==> src/rtl/spi_slave.sv <==
// spi_slave: mode-0 SPI slave endpoint, oversampled in the clk_i domain.
// Deserialises MSB-first words onto a ready/valid receive port and
// serialises a preloaded transmit word back on miso_o.
// Optional feature macro: SPI_SLAVE_OVERRUN_EN (sticky rx_overrun_o flag).
//
// state  | meaning
// -------+------------------------------------------------------------
// IDLE   | cs inactive, miso_o held 0, waiting for cs fall
// SHIFT  | cs active, sampling mosi on sclk rise, shifting tx on sclk fall
module spi_slave #(
  parameter int DATA_W      = 8,
  parameter int SYNC_STAGES = 2
) (
  input  logic              clk_i,
  input  logic              aresetn_i,
  input  logic              sclk_i,
  input  logic              mosi_i,
  input  logic              cs_i,
  output logic              miso_o,
  input  logic [DATA_W-1:0] tx_data_i,
  input  logic              tx_load_i,
  output logic [DATA_W-1:0] rx_data_o,
  output logic              rx_valid_o,
  input  logic              rx_ready_i,
  output logic              rx_overrun_o
);

  localparam int CNT_W = (DATA_W > 2) ? $clog2(DATA_W) : 1;
  localparam logic [CNT_W-1:0] CNT_LAST = CNT_W'(DATA_W - 1);

  typedef enum logic {
    ST_IDLE  = 1'b0,
    ST_SHIFT = 1'b1
  } state_e;

  state_e state_q, state_d;

  logic [SYNC_STAGES-1:0] sclk_sync_q, mosi_sync_q, cs_sync_q;
  logic                   sclk_hist_q, cs_hist_q;

  logic [DATA_W-1:0] tx_hold_q, tx_hold_d;
  logic [DATA_W-1:0] tx_shift_q, tx_shift_d;
  logic [DATA_W-1:0] rx_shift_q, rx_shift_d;
  logic [DATA_W-1:0] rx_data_q, rx_data_d;
  logic              rx_valid_q, rx_valid_d;
  logic [CNT_W-1:0]  bit_cnt_q, bit_cnt_d;

  logic sclk_s, mosi_s, cs_s;
  logic sclk_rise, sclk_fall, cs_fall, cs_rise;
  logic [DATA_W-1:0] tx_src;
  logic              word_last;

  // Pin synchronisers plus one history flop for edge detection; cs resets inactive.
  always_ff @(posedge clk_i or negedge aresetn_i) begin
    if (!aresetn_i) begin
      sclk_sync_q <= '0;
      mosi_sync_q <= '0;
      cs_sync_q   <= '1;
      sclk_hist_q <= 1'b0;
      cs_hist_q   <= 1'b1;
    end else begin
      sclk_sync_q <= {sclk_sync_q[SYNC_STAGES-2:0], sclk_i};
      mosi_sync_q <= {mosi_sync_q[SYNC_STAGES-2:0], mosi_i};
      cs_sync_q   <= {cs_sync_q[SYNC_STAGES-2:0], cs_i};
      sclk_hist_q <= sclk_sync_q[SYNC_STAGES-1];
      cs_hist_q   <= cs_sync_q[SYNC_STAGES-1];
    end
  end

  assign sclk_s    = sclk_sync_q[SYNC_STAGES-1];
  assign mosi_s    = mosi_sync_q[SYNC_STAGES-1];
  assign cs_s      = cs_sync_q[SYNC_STAGES-1];
  assign sclk_rise = sclk_s & ~sclk_hist_q;
  assign sclk_fall = ~sclk_s & sclk_hist_q;
  assign cs_fall   = ~cs_s & cs_hist_q;
  assign cs_rise   = cs_s & ~cs_hist_q;

  // A load coinciding with a shift-register reload bypasses the holding register.
  assign tx_src    = tx_load_i ? tx_data_i : tx_hold_q;
  assign word_last = (bit_cnt_q == CNT_LAST);

  // FSM state register.
  always_ff @(posedge clk_i or negedge aresetn_i) begin
    if (!aresetn_i) state_q <= ST_IDLE;
    else            state_q <= state_d;
  end

  // FSM next-state: cs alone frames a transfer.
  always_comb begin
    state_d = state_q;
    case (state_q)
      ST_IDLE:  if (cs_fall) state_d = ST_SHIFT;
      ST_SHIFT: if (cs_rise) state_d = ST_IDLE;
      default:  state_d = ST_IDLE;
    endcase
  end

  // FSM output: miso only driven from the tx shifter while selected.
  always_comb begin
    miso_o = 1'b0;
    if (state_q == ST_SHIFT) miso_o = tx_shift_q[DATA_W-1];
  end

  // Datapath next-state: shifters, bit counter, receive handshake.
  always_comb begin
    tx_hold_d  = tx_src;
    tx_shift_d = tx_shift_q;
    rx_shift_d = rx_shift_q;
    rx_data_d  = rx_data_q;
    rx_valid_d = rx_valid_q;
    bit_cnt_d  = bit_cnt_q;

    if (rx_valid_q && rx_ready_i) rx_valid_d = 1'b0;

    case (state_q)
      ST_IDLE: begin
        if (cs_fall) begin
          tx_shift_d = tx_src;
          rx_shift_d = '0;
          bit_cnt_d  = '0;
        end
      end
      ST_SHIFT: begin
        if (cs_rise) begin
          // Partial words are dropped without raising rx_valid.
          tx_shift_d = '0;
          rx_shift_d = '0;
          bit_cnt_d  = '0;
        end else begin
          if (sclk_rise) begin
            rx_shift_d = {rx_shift_q[DATA_W-2:0], mosi_s};
            if (word_last) begin
              rx_data_d  = {rx_shift_q[DATA_W-2:0], mosi_s};
              rx_valid_d = 1'b1;
              bit_cnt_d  = '0;
            end else begin
              bit_cnt_d = bit_cnt_q + CNT_W'(1);
            end
          end
          // bit_cnt is 0 on a fall only right after a word completed.
          if (sclk_fall) begin
            if (bit_cnt_q == '0) tx_shift_d = tx_src;
            else                 tx_shift_d = {tx_shift_q[DATA_W-2:0], 1'b0};
          end
        end
      end
      default: ;
    endcase
  end

  // Datapath registers.
  always_ff @(posedge clk_i or negedge aresetn_i) begin
    if (!aresetn_i) begin
      tx_hold_q  <= '0;
      tx_shift_q <= '0;
      rx_shift_q <= '0;
      rx_data_q  <= '0;
      rx_valid_q <= 1'b0;
      bit_cnt_q  <= '0;
    end else begin
      tx_hold_q  <= tx_hold_d;
      tx_shift_q <= tx_shift_d;
      rx_shift_q <= rx_shift_d;
      rx_data_q  <= rx_data_d;
      rx_valid_q <= rx_valid_d;
      bit_cnt_q  <= bit_cnt_d;
    end
  end

  assign rx_data_o  = rx_data_q;
  assign rx_valid_o = rx_valid_q;

`ifdef SPI_SLAVE_OVERRUN_EN
  logic overrun_q;
  logic overrun_set;

  assign overrun_set = (state_q == ST_SHIFT) && !cs_rise && sclk_rise && word_last &&
                       rx_valid_q && !rx_ready_i;

  // Sticky overrun: a completed word landed on an unconsumed one.
  always_ff @(posedge clk_i or negedge aresetn_i) begin
    if (!aresetn_i)       overrun_q <= 1'b0;
    else if (overrun_set) overrun_q <= 1'b1;
  end

  assign rx_overrun_o = overrun_q;
`else
  assign rx_overrun_o = 1'b0;
`endif

endmodule

==> config.mk <==
export PLATFORM = sky130hd
export DESIGN_NAME = spi_slave
export DESIGN_NICKNAME = d
export VERILOG_FILES = /design/src/rtl/spi_slave.sv
export SDC_FILE = /design/constraint.sdc
export NUM_CORES = 1
export LEC_CHECK = 0
export CAP_MARGIN = 20
export CORE_MARGIN = 3
export CORE_UTILIZATION = 30
export DETAILED_ROUTE_END_ITERATION = 10
export SYNTH_ARGS = -nofsm -noshare
export SYNTH_HDL_FRONTEND = slang
export SYNTH_SLANG_ARGS = --single-unit
==> constraint.sdc <==
create_clock -name clk_i -period 3.2 [get_ports clk_i]
set_clock_uncertainty 0.2 [all_clocks]
set_input_delay 0.96 -clock clk_i [delete_from_list [all_inputs] [get_ports clk_i]]
set_output_delay 0.96 -clock clk_i [all_outputs]
set_load 0.005 [all_outputs]
Word level (Yosys, flattened, before mapping)
Cells that the tools add are included.
{ "totals": {"reg_bits": 44, "latch_bits": 0, "mem_bits_rw": 0, "rom_bits": 0, "out_inout_bits": 11, "word_cells": 56, "mem_count": 0} }
{ "classes": {"addsub": 1, "mul": 0, "div_mod_pow": 0, "order_cmp": 0, "eq_ne": 4, "shifts": 0, "mux": 24, "bitwise": 10, "reduce_logical": 5} }
{ "op_table": {"columns": ["op", "n"], "rows": [
  ["two-way mux 8 bit", 5],
  ["two-way mux 7 bit", 3],
  ["one-hot mux 8 bit (2 select lines)", 1],
  ["one-hot mux 7 bit (2 select lines)", 1],
  ["two-way mux 3 bit", 4],
  ["two-way mux 1 bit", 8],
  ["inequality test 3 x 1 -> 1 bit, second input constant", 2],
  ["NOT 1 bit", 6],
  ["one-hot mux 3 bit (2 select lines)", 1],
  ["bitwise AND 1 bit", 4],
  ["AND reduction 2 bit", 2],
  ["AND reduction 4 bit", 1],
  ["adder 3 x 1 -> 3 bit, second input constant", 1],
  ["== test 3 bit, second input constant", 1],
  ["zero test 3 bit", 1],
  ["inequality test 2 bit, second input constant", 1],
  ["one-hot mux 1 bit (2 select lines)", 1],
  ["logical AND 1 bit", 1]
]} }

Depth between registers and ports, before layout
Gate-level depths: netlist of run 1.
{ "depth": {"word_depth": 6, "ltp_mapped": 6, "depth_no_buf": 6} }

Worst setup path after synthesis of run 1
No wires, ideal clock.
{ "synth_timing": {"path_kind": "input -> register", "from": "in tx_load_i", "to": "reg tx_shift_q[0]", "t_arrival_ps": 1876, "required_ps": 2875, "slack_ps": 1000, "cell_stages": 4, "cell_sequence": "buf_2 > mux2_2 > a21boi_0 > mux2_2"} }
{ "synth_via": {"elab_chain_len": 5, "elab_cells_between_ends": 6, "classes_between": "6 x mux"} }
{ "synth_rtl": {"columns": ["item", "line", "text"], "rows": [
  ["start: declaration", "21", "input logic tx_load_i,"],
  ["two-way mux 8 bit (*)", "79", "assign tx_src = tx_load_i ? tx_data_i : tx_hold_q;"],
  ["via tx_hold_d[0]", "41", "logic [DATA_W-1:0] tx_hold_q, tx_hold_d;"],
  ["two-way mux 8 bit", "142", "if (bit_cnt_q == '0) tx_shift_d = tx_src;"],
  ["two-way mux 8 bit", "141", "if (sclk_fall) begin"],
  ["two-way mux 8 bit", "124", "if (cs_rise) begin"],
  ["one-hot mux 8 bit (2 select lines) (*)", "115", "case (state_q)"],
  ["end signal: assignment", "162", "tx_shift_q <= tx_shift_d;"],
  ["end: declaration", "42", "logic [DATA_W-1:0] tx_shift_q, tx_shift_d;"]
]} }
Mark *: on every way through the listed nets, which the timed path passes. The rest lies on a longest branch. The select of a mux whose other input is x is not followed.
A chain may end at the register's enable or synchronous reset.

Worst setup path in the final report of run 1
{ "layout_timing": {"from": "reg state_q", "to": "out miso_o"} }
{ "layout_via": {"elab_chain_len": 1} }
{ "layout_rtl": {"columns": ["item", "line", "text"], "rows": [
  ["start: declaration", "36", "state_e state_q, state_d;"],
  ["start signal: assignment", "85", "else state_q <= state_d;"],
  ["two-way mux 1 bit", "101", "if (state_q == ST_SHIFT) miso_o = tx_shift_q[DATA_W-1];"],
  ["end: declaration", "19", "output logic miso_o,"]
]} }
Every way passes these cells.

==> results of run 1 <==
==> cell type report <==
class | count | area, um^2 | share of cell area (%)
Sequential cell | 44 | 1100 | 47.4
Tap cell | 75 | 93.8 | 4.03
Multi-Input combinational cell | 82 | 689 | 29.6
Clock buffer | 7 | 96.3 | 4.14
Clock inverter | 1 | 30.0 | 1.29
Timing Repair Buffer | 28 | 265 | 11.4
Inverter | 13 | 48.8 | 2.10
==> power groups by stage <==
stage	logic, mW	clock network [mW]	registers (mW)
4_1_cts	0.253	0.470	0.681
2_1_floorplan	0.179	0	0.679
3_3_place_gp	0.248	0	0.688
5_1_grt	0.280	0.493	0.691
3_5_place_dp	0.250	0	0.690
6_report	0.247	0.459	0.681
==> how the worst max path moves through the flow <==
stage | from | to | cells after the start
4_1_cts | state_q | miso_o | 2
3_3_place_gp | tx_load_i | tx_shift_q[0] | 5
5_1_grt | state_q | miso_o | 2
3_5_place_dp | tx_load_i | tx_shift_q[0] | 5
6_report | state_q | miso_o | 2
2_1_floorplan | tx_load_i | tx_shift_q[0] | 4
==> sequential cells by signal (all words and copies together), names as in the netlist <==
register	cells
sclk_hist_q	1
bit_cnt_q	3
mosi_sync_q	2
rx_shift_q	7
cs_sync_q	2
tx_hold_q	8
rx_valid_o	1
rx_data_o	8
state_q	1
sclk_sync_q	2
tx_shift_q	8
cs_hist_q	1
==> per-stage QoR <==
stage | cells | area, um^2 | utilization [%]
6_report | 250 | 2330 | 38.9
5_1_grt | 250 | 2330 | 38.9
4_1_cts | 250 | 2330 | 38.9
3_5_place_dp | 242 | 2200 | 36.8
3_3_place_gp | 242 | 2200 | 36.8
2_1_floorplan | 145 | 1880 | -
==> routing by layer <==
metal / up-vias / part of all wire [%] / global-route usage [%] / wire length, um
li1: 561 / - / - / -
met1: 573 / 47 / 12.0 / 1450
met2: 14 / 49 / 15.3 / 1510
met3: 4 / 3.1 / 2.62 / 95
met4: 0 / 1.4 / 3.88 / 43
met5: - / 0 / 0 / 0
==> cell families (layout without fill, tap and decap cells) <==
group | Yosys count | count (layout)
buf+inv | 19 | 49
simple gates | 36 | 36
compound gates | 17 | 17
mux | 25 | 25
flops | 44 | 44
fa+ha+maj | 3 | 3
other cells | 1 | 1
==> synthesized netlist by cell type (2+ instances only) <==
| cell | n |
|---|---|
| mux2i_1 | 8 |
| a21oi_2 | 2 |
| ha_1 | 3 |
| nand4_1 | 7 |
| o21ai_4 | 2 |
| o21ai_0 | 4 |
| dfrtp_1 | 41 |
| o2bb2ai_1 | 7 |
| dfstp_2 | 3 |
| buf_4 | 2 |
| nand3_1 | 7 |
| nand2_1 | 10 |
| nor2b_1 | 2 |
| buf_2 | 3 |
| inv_1 | 12 |
| mux2_2 | 16 |
==> metrics.txt, run 1 <==
biggest cell delay along the critical path 0.50 ns; Die X-Extent 85.1 um; net switching power 0.349 mW; internal power 1.04 mW; largest net degree at the start of global routing 23; Largest delay share family, worst path buffers and inverters; Reg2Reg Setup Slack 1.19 ns; hold slack 0.153 ns; Post-Synth XOR/XNOR Area 0%; DP Wirelength 2210 um; initial antenna violation count 0; area grow syn2layout 24.1%; largest family of logic cells by synthesized area multiplexers; most frequent cells in the layout 41 x dfrtp_1, 23 x clkdlybuf4s50_1, 16 x mux2_2; cts hold-fix bufs 0; commonest non-fill, non-tap cell in the layout dfrtp_1; Gate power share 17.8%; Synth Register Bits 44; max cap viols 0; filler cell count 569; top cells by area, synth dfrtp_1 55%, mux2_2 9.6%, mux2i_1 4.3%, dfstp_2 4.2%, o2bb2ai_1 3.3%; Ys Warns 0; PortBufs 24; CTS tree done; Root Driver clkbuf_8; Hold Path Depth 0; WL/cell 12.4 um; Distinct cells, synth 32; status complete, no violations; Switching Fraction 25.1%; Hold Crit Endpoint sclk_sync_q[1]; Post-Syn Nets 163; CP arrival 1.26 ns; CTS resizes 0; vias post-DR 1,152; total wire length 3100 um; Clock Path Buffers 2; RSZ-0062 raised after global routing false; TritonCTS Sinks 44; Cell Pwr Density 596 nW/um^2; adder-cell area share of the yosys netlist 2.00%; relative slew slack 44.4%; final setup vio count 0; Setup TNS 0 ns; final worst slack 0.779 ns; reg-to-reg startpoint sclk_hist_q; post-synthesis sequential area ratio 58.9%; CTS buffer count 5; Setup WS pre-CTS 0.522 ns; starting density of the core 31.3%; clock slew at reported path FFs 0.08 ns; fraction of layout cells with a size suffix above 1 24.6%; power share of the sequential group 49.1%; hold crit path type reg -> reg; Synth Area in Compound Gates 7.87%; FMAX 413 MHz; Synth Cell Area 1880 um^2; Worst Path Required 2.04 ns; placer congestion estimate 0.699; leak pwr 1.08 nW; gr ovfl total 0; total power 1.39 mW; H-tree depth 2; slew at the pin closest to its max-slew limit 0.832 ns; Post-Syn Instances 145; core area 5990 um^2; Die Y 85.1 um; Die ar. 7240 um^2; global-route wire length before repair 5570 um; clock share of power 33.1%; Tmin final 2.42 ns; crit-path cells and2_1 -> clkdlybuf4s50_1; final hold viol count 0; HP Start sclk_sync_q[0]; largest area contributor in the netlist dfrtp_1; r2r endpoint bit_cnt_q[0]; diode count 0; worst reg2reg path depth 4; Synth Area per Inst 12.9 um^2; FP Rows 28; Setup Fix Bufs, Post-CTS 0; Clock Latency Late Sink 0.29 ns; drt initial violations 67; DRT Pass-1 Iters 4; Detail Route Antenna Nets 0; CP Capture Type output pin; Slew Viols, Final 0; slowest CP cell clkdlybuf4s50_1; Layout Nets 192; Post-synth EDFFs 0; vias per cell 4.61; final worst path period share 75.6%; IO Pins 26; Critical Path Start Type flop; CP Max Fanout 2; main flop type after synthesis dfrtp_1; vias in the first global route 1,201; mux cell area share after synthesis 14.5%; Synth top area share 54.7%; Bufs and invs on worst path 1; Post-Synth Simple-Gate Area 12.2%; Total GRT Usage 9.50%; Worst IR Drop VDD 0.000275 V; DRC 0; crit path kind reg -> out; Synth async-reset ratio 100%
No activity file was read; power rests on OpenSTA's default activity.
==> run 2: changes to the inputs <==
clock period = 1.97 ns   (was 3.2 ns; I/O delays follow)
==> run 2 against run 1 <==
Against the previous run: routed wire length is 4.0% higher; critical path depth is 1 lower; power is 51% higher; hold slack worse by 0.097 ns; clock power is 25% higher; final cell count is 2.0% higher; count of clock-buffer cells in the layout is 1 higher; non-clock buffer count is 5 higher; setup slack worse by 0.73 ns; largest cell class unchanged; die area stayed put.
==> metrics.txt, run 2 (synthesized netlist as in run 1, its figures left out) <==
status complete, no violations; final worst path period share 97.5%; WL met1 1540 um; crit-path cells clkdlybuf4s50_1; diode count 0; area grow syn2layout 26.3%; Worst Path Required 1.18 ns; total wire length 3220 um; WL/cell 12.6 um; DRT Pass-1 Iters 4; slowest CP cell clkdlybuf4s50_1; Setup TNS 0 ns; final setup vio count 0; cts hold-fix bufs 0; TritonCTS Sinks 44; max cap viols 0; footprint of the multi-input gates 689 um^2; Root Driver clkbuf_8; DP Wirelength 2170 um; Die X-Extent 85.1 um; CP Capture Type output pin; biggest cell delay along the critical path 0.49 ns; Cell Pwr Density 886 nW/um^2; DP Area 2260 um^2; Die ar. 7240 um^2; DRC 0; Bufs and invs on worst path 1; Detail Route Antenna Nets 0; r2r endpoint tx_shift_q[2]; DR top layer met4; vias post-DR 1,148; IO Pins 26; final worst slack 0.0493 ns; metal2 WL 1490 um; PortBufs 24; initial antenna violation count 0; Worst IR Drop VDD 0.000319 V; hold crit path type in -> async; cell area after layout 2370 um^2; FMAX 521 MHz; Reg2Reg Setup Slack 0.11 ns; RSZ-0062 raised after global routing false; reg-to-reg startpoint cs_sync_q[1]; H-tree depth 2; placed cell count 246; FP Rows 28; CTS buffer count 5; fraction of layout cells with a size suffix above 1 25.6%; Die Y 85.1 um; Clock Path Buffers 2; CTS tree done; CP Max Fanout 2; Setup WS pre-CTS -0.244 ns; placer congestion estimate 0.687; filler cell count 567; Slew Viols, Final 0; Largest delay share family, worst path buffers and inverters; wire length on met3 117 um; total power 2.10 mW; vias in the first global route 1,158; leak pwr 1.23 nW; drt initial violations 102; vias per cell 4.50; worst reg2reg path depth 4; Layout Cells excl Fill 255; starting density of the core 31.3%; Layout Nets 197; Total GRT Usage 9.91%; core area 5990 um^2; final hold viol count 0; gr ovfl total 0; Critical Path Start Type flop; commonest non-fill, non-tap cell in the layout dfrtp_1; largest net degree at the start of global routing 45; global-route wire length before repair 5580 um; most frequent cells in the layout 41 x dfrtp_1, 16 x mux2_2, 15 x clkdlybuf4s50_1; CP arrival 1.13 ns; crit path kind reg -> out; Tmin final 1.92 ns; clock slew at reported path FFs 0.08 ns; FF+latch area 1100 um^2; Clock Latency Late Sink 0.30 ns
## run 2: changes by cell type in the layout (fill, tap and decap cells not counted), sizes merged
cell / delta
buf: +5
clkbuf: +1
dlygate4sd2: +1
clkdlybuf4s50: -8
bufinv: -1
dlymetal6s2s: +7
## run 2: worst max path at each step
| stage | from | end | cells after the start |
|---|---|---|---|
| 6_report | rx_data_o[7] | rx_data_o[7] | 1 |
| 5_1_grt | rx_data_o[7] | rx_data_o[7] | 1 |
| 3_3_place_gp | tx_load_i | tx_shift_q[3] | 5 |
| 4_1_cts | rx_data_o[1] | rx_data_o[1] | 1 |
| 3_5_place_dp | tx_load_i | tx_shift_q[2] | 5 |
| 2_1_floorplan | tx_load_i | tx_shift_q[0] | 4 |
## run 2: repair_timing
action	in CTS	in global routing
endpoints found under the setup margin	1	7
resized for setup	1	7
hold endpoints to repair	0	0
buffers inserted	0	1
## run 2: final cells by class
class,instances,share of cell area (%)
well taps,75,3.96
flip-flops and latches,44,46.6
inverters,13,2.06
repair buffers,33,14.5
multi-input cells,82,29.1
clock buffers,8,3.80
## run 2: layer usage
| metal | global-route usage, % | vias up |
|---|---|---|
| met4 | 5.18 | 0 |
| met1 | 12.5 | 558 |
| li1 | - | 570 |
| met3 | 3.50 | 5 |
| met5 | 0 | - |
| met2 | 14.9 | 15 |
## run 2: through the flow
stage / utilization, % / hold slack [ns]
final: 39.6 / 0.0551
after global routing: 39.6 / 0.0647
after CTS: 39.2 / 0.0634
after detailed placement: 37.7 / 0.138
after global placement: 37.7 / 0.132
after floorplan: - / 0.0954
## run 2: power by group
group | total [mW] | switching [mW] | internal (mW)
Combinational | 0.419 | 0.201 | 0.217
Sequential | 1.11 | 0.0702 | 1.04
Clock | 0.576 | 0.290 | 0.286
Total | 2.10 | 0.561 | 1.54
==> run 3: changes to the inputs <==
clock period = 1.6 ns   (was 1.97 ns; I/O delays follow)
==> run 3 against run 2 <==
Against the previous run: the run now ends with setup timing left; flip-flop and latch count unchanged; non-clock buffer count up 20; critical path depth up 4; register-to-register slack worse by 0.21 ns; global-route usage up 1.0 points; final area up 9.6%; first-iteration DRC count down 0.98%; power up 34%; sequential power up 23%; die area unchanged; critical path type is now reg -> reg; largest cell class unchanged; highest routed layer unchanged.
==> metrics.txt, run 3 (synthesized netlist as in run 1, its figures left out) <==
status finished with violations; failing checks setup timing; drt initial violations 101; Tmin final 1.70 ns; starting density of the core 31.3%; RSZ-0062 raised after global routing true; H-tree depth 2; Cell Pwr Density 1080 nW/um^2; TritonCTS Sinks 44; Total GRT Usage 10.9%; Clock Latency Late Sink 0.29 ns; slowest CP cell dfstp_2; initial antenna violation count 0; area grow syn2layout 38.4%; clock slew at reported path FFs 0.08 ns; vias per cell 4.48; placed cell count 262; CTS buffer count 5; most frequent cells in the layout 41 x dfrtp_1, 21 x buf_4, 12 x inv_1, 12 x clkdlybuf4s50_1, 10 x nand2_1; core area 5990 um^2; Clock Path Buffers 2; crit-path cells nor2b_4 -> a21oi_2 -> o21ai_4 -> buf_12 -> mux2_4; r2r endpoint tx_shift_q[5]; FMAX 589 MHz; Hold Crit Endpoint mosi_sync_q[1]; total wire length 3460 um; DRT Pass-1 Iters 4; Bufs and invs on worst path 1; Reg2Reg Setup Slack -0.1 ns; WL/cell 12.6 um; FP Rows 28; Die X-Extent 85.1 um; CP Capture Type flop; Critical Path Start Type flop; Die Y 85.1 um; crit path kind reg -> reg; Largest delay share family, worst path flip-flops; reg-to-reg startpoint cs_sync_q[1]; worst reg2reg path depth 5; HP Start mosi_sync_q[0]; CTS tree done; fraction of layout cells with a size suffix above 1 39.0%; final setup vio count 11; leak pwr 1.27 nW; PortBufs 24; CP arrival 1.68 ns; global-route wire length before repair 6360 um; final worst path period share 106%; Detail Route Antenna Nets 0; Worst Path Required 1.58 ns; Layout Nets 217; biggest cell delay along the critical path 0.55 ns; commonest non-fill, non-tap cell in the layout dfrtp_1; vias in the first global route 1,336; Layout Cells excl Fill 275; IO Pins 26; gr ovfl total 0; final hold viol count 0; hold crit path type reg -> reg; Worst IR Drop VDD 0.000405 V; Setup TNS -0.757 ns; placer congestion estimate 0.736; DP Wirelength 2450 um; Die ar. 7240 um^2; final worst slack -0.0978 ns; DRC 0; largest net degree at the start of global routing 23; max cap viols 0; CP Max Fanout 8; diode count 0; Hold Path Depth 0; Slew Viols, Final 0; Root Driver clkbuf_8; vias post-DR 1,231
==> run 3: worst max path at each step <==
stage                            start             to  depth (start not counted)
after global placement       tx_load_i  tx_shift_q[0]                          4
final                     cs_sync_q[1]  tx_shift_q[5]                          5
after global routing      bit_cnt_q[0]  tx_shift_q[4]                          7
after detailed placement     tx_load_i  tx_shift_q[3]                          5
after floorplan           cs_sync_q[1]  tx_shift_q[0]                          4
after CTS                 cs_sync_q[1]  tx_shift_q[5]                          5
==> run 3: stage by stage <==
stage	setup slack (ns)	power [mW]	cell area [um^2]	utilization, %	hold WS, ns
floorplan	-0.123	1.72	1880	-	-0.0156
CTS	-0.0836	2.83	2590	43.2	0.153
global route	-0.159	2.98	2600	43.4	0.170
finish	-0.0978	2.80	2600	43.4	0.151
global placement	-0.477	1.96	2390	39.9	0.134
detailed placement	-0.481	1.97	2390	39.9	0.135
==> run 3: report_power, final <==
part,switching [mW],internal (mW)
logic,0.300,0.426
clock network,0.367,0.345
registers,0.0909,1.28
==> run 3: layout make-up <==
| cell class | count | area [um^2] |
|---|---|---|
| clock buffers | 6 | 82.6 |
| flip-flops and latches | 44 | 1100 |
| clock inverters | 2 | 10.0 |
| repair buffers | 53 | 497 |
| inverters | 13 | 48.8 |
| multi-input cells | 82 | 761 |
| fillers | 556 | 3390 |
| well taps | 75 | 93.8 |
==> run 3: routing by layer <==
metal | wire (um) | vias to the layer above | share of wire, % | track usage, %
met5 | 0 | - | 0 | 0
met4 | 36 | 0 | 1.0 | 3.88
met3 | 99 | 2 | 2.9 | 2.91
met2 | 1660 | 17 | 48 | 17.0
met1 | 1660 | 604 | 48 | 14.7
li1 | - | 608 | - | -
==> run 3: worst reg2reg max path, stage by stage, from the launching register on <==
cell     delay (ns)
dfstp_2        0.55
nor2b_4        0.16
a21oi_2        0.05
o21ai_4        0.17
buf_12         0.15
mux2_4         0.31
==> run 3: repair_timing <==
action	CTS	global route
gates resized for setup	40	9
endpoints found under the hold margin	8	0
setup buffers	2	3
endpoints found under the setup margin	27	25
pin swaps	4	1
hold buffers	1	0
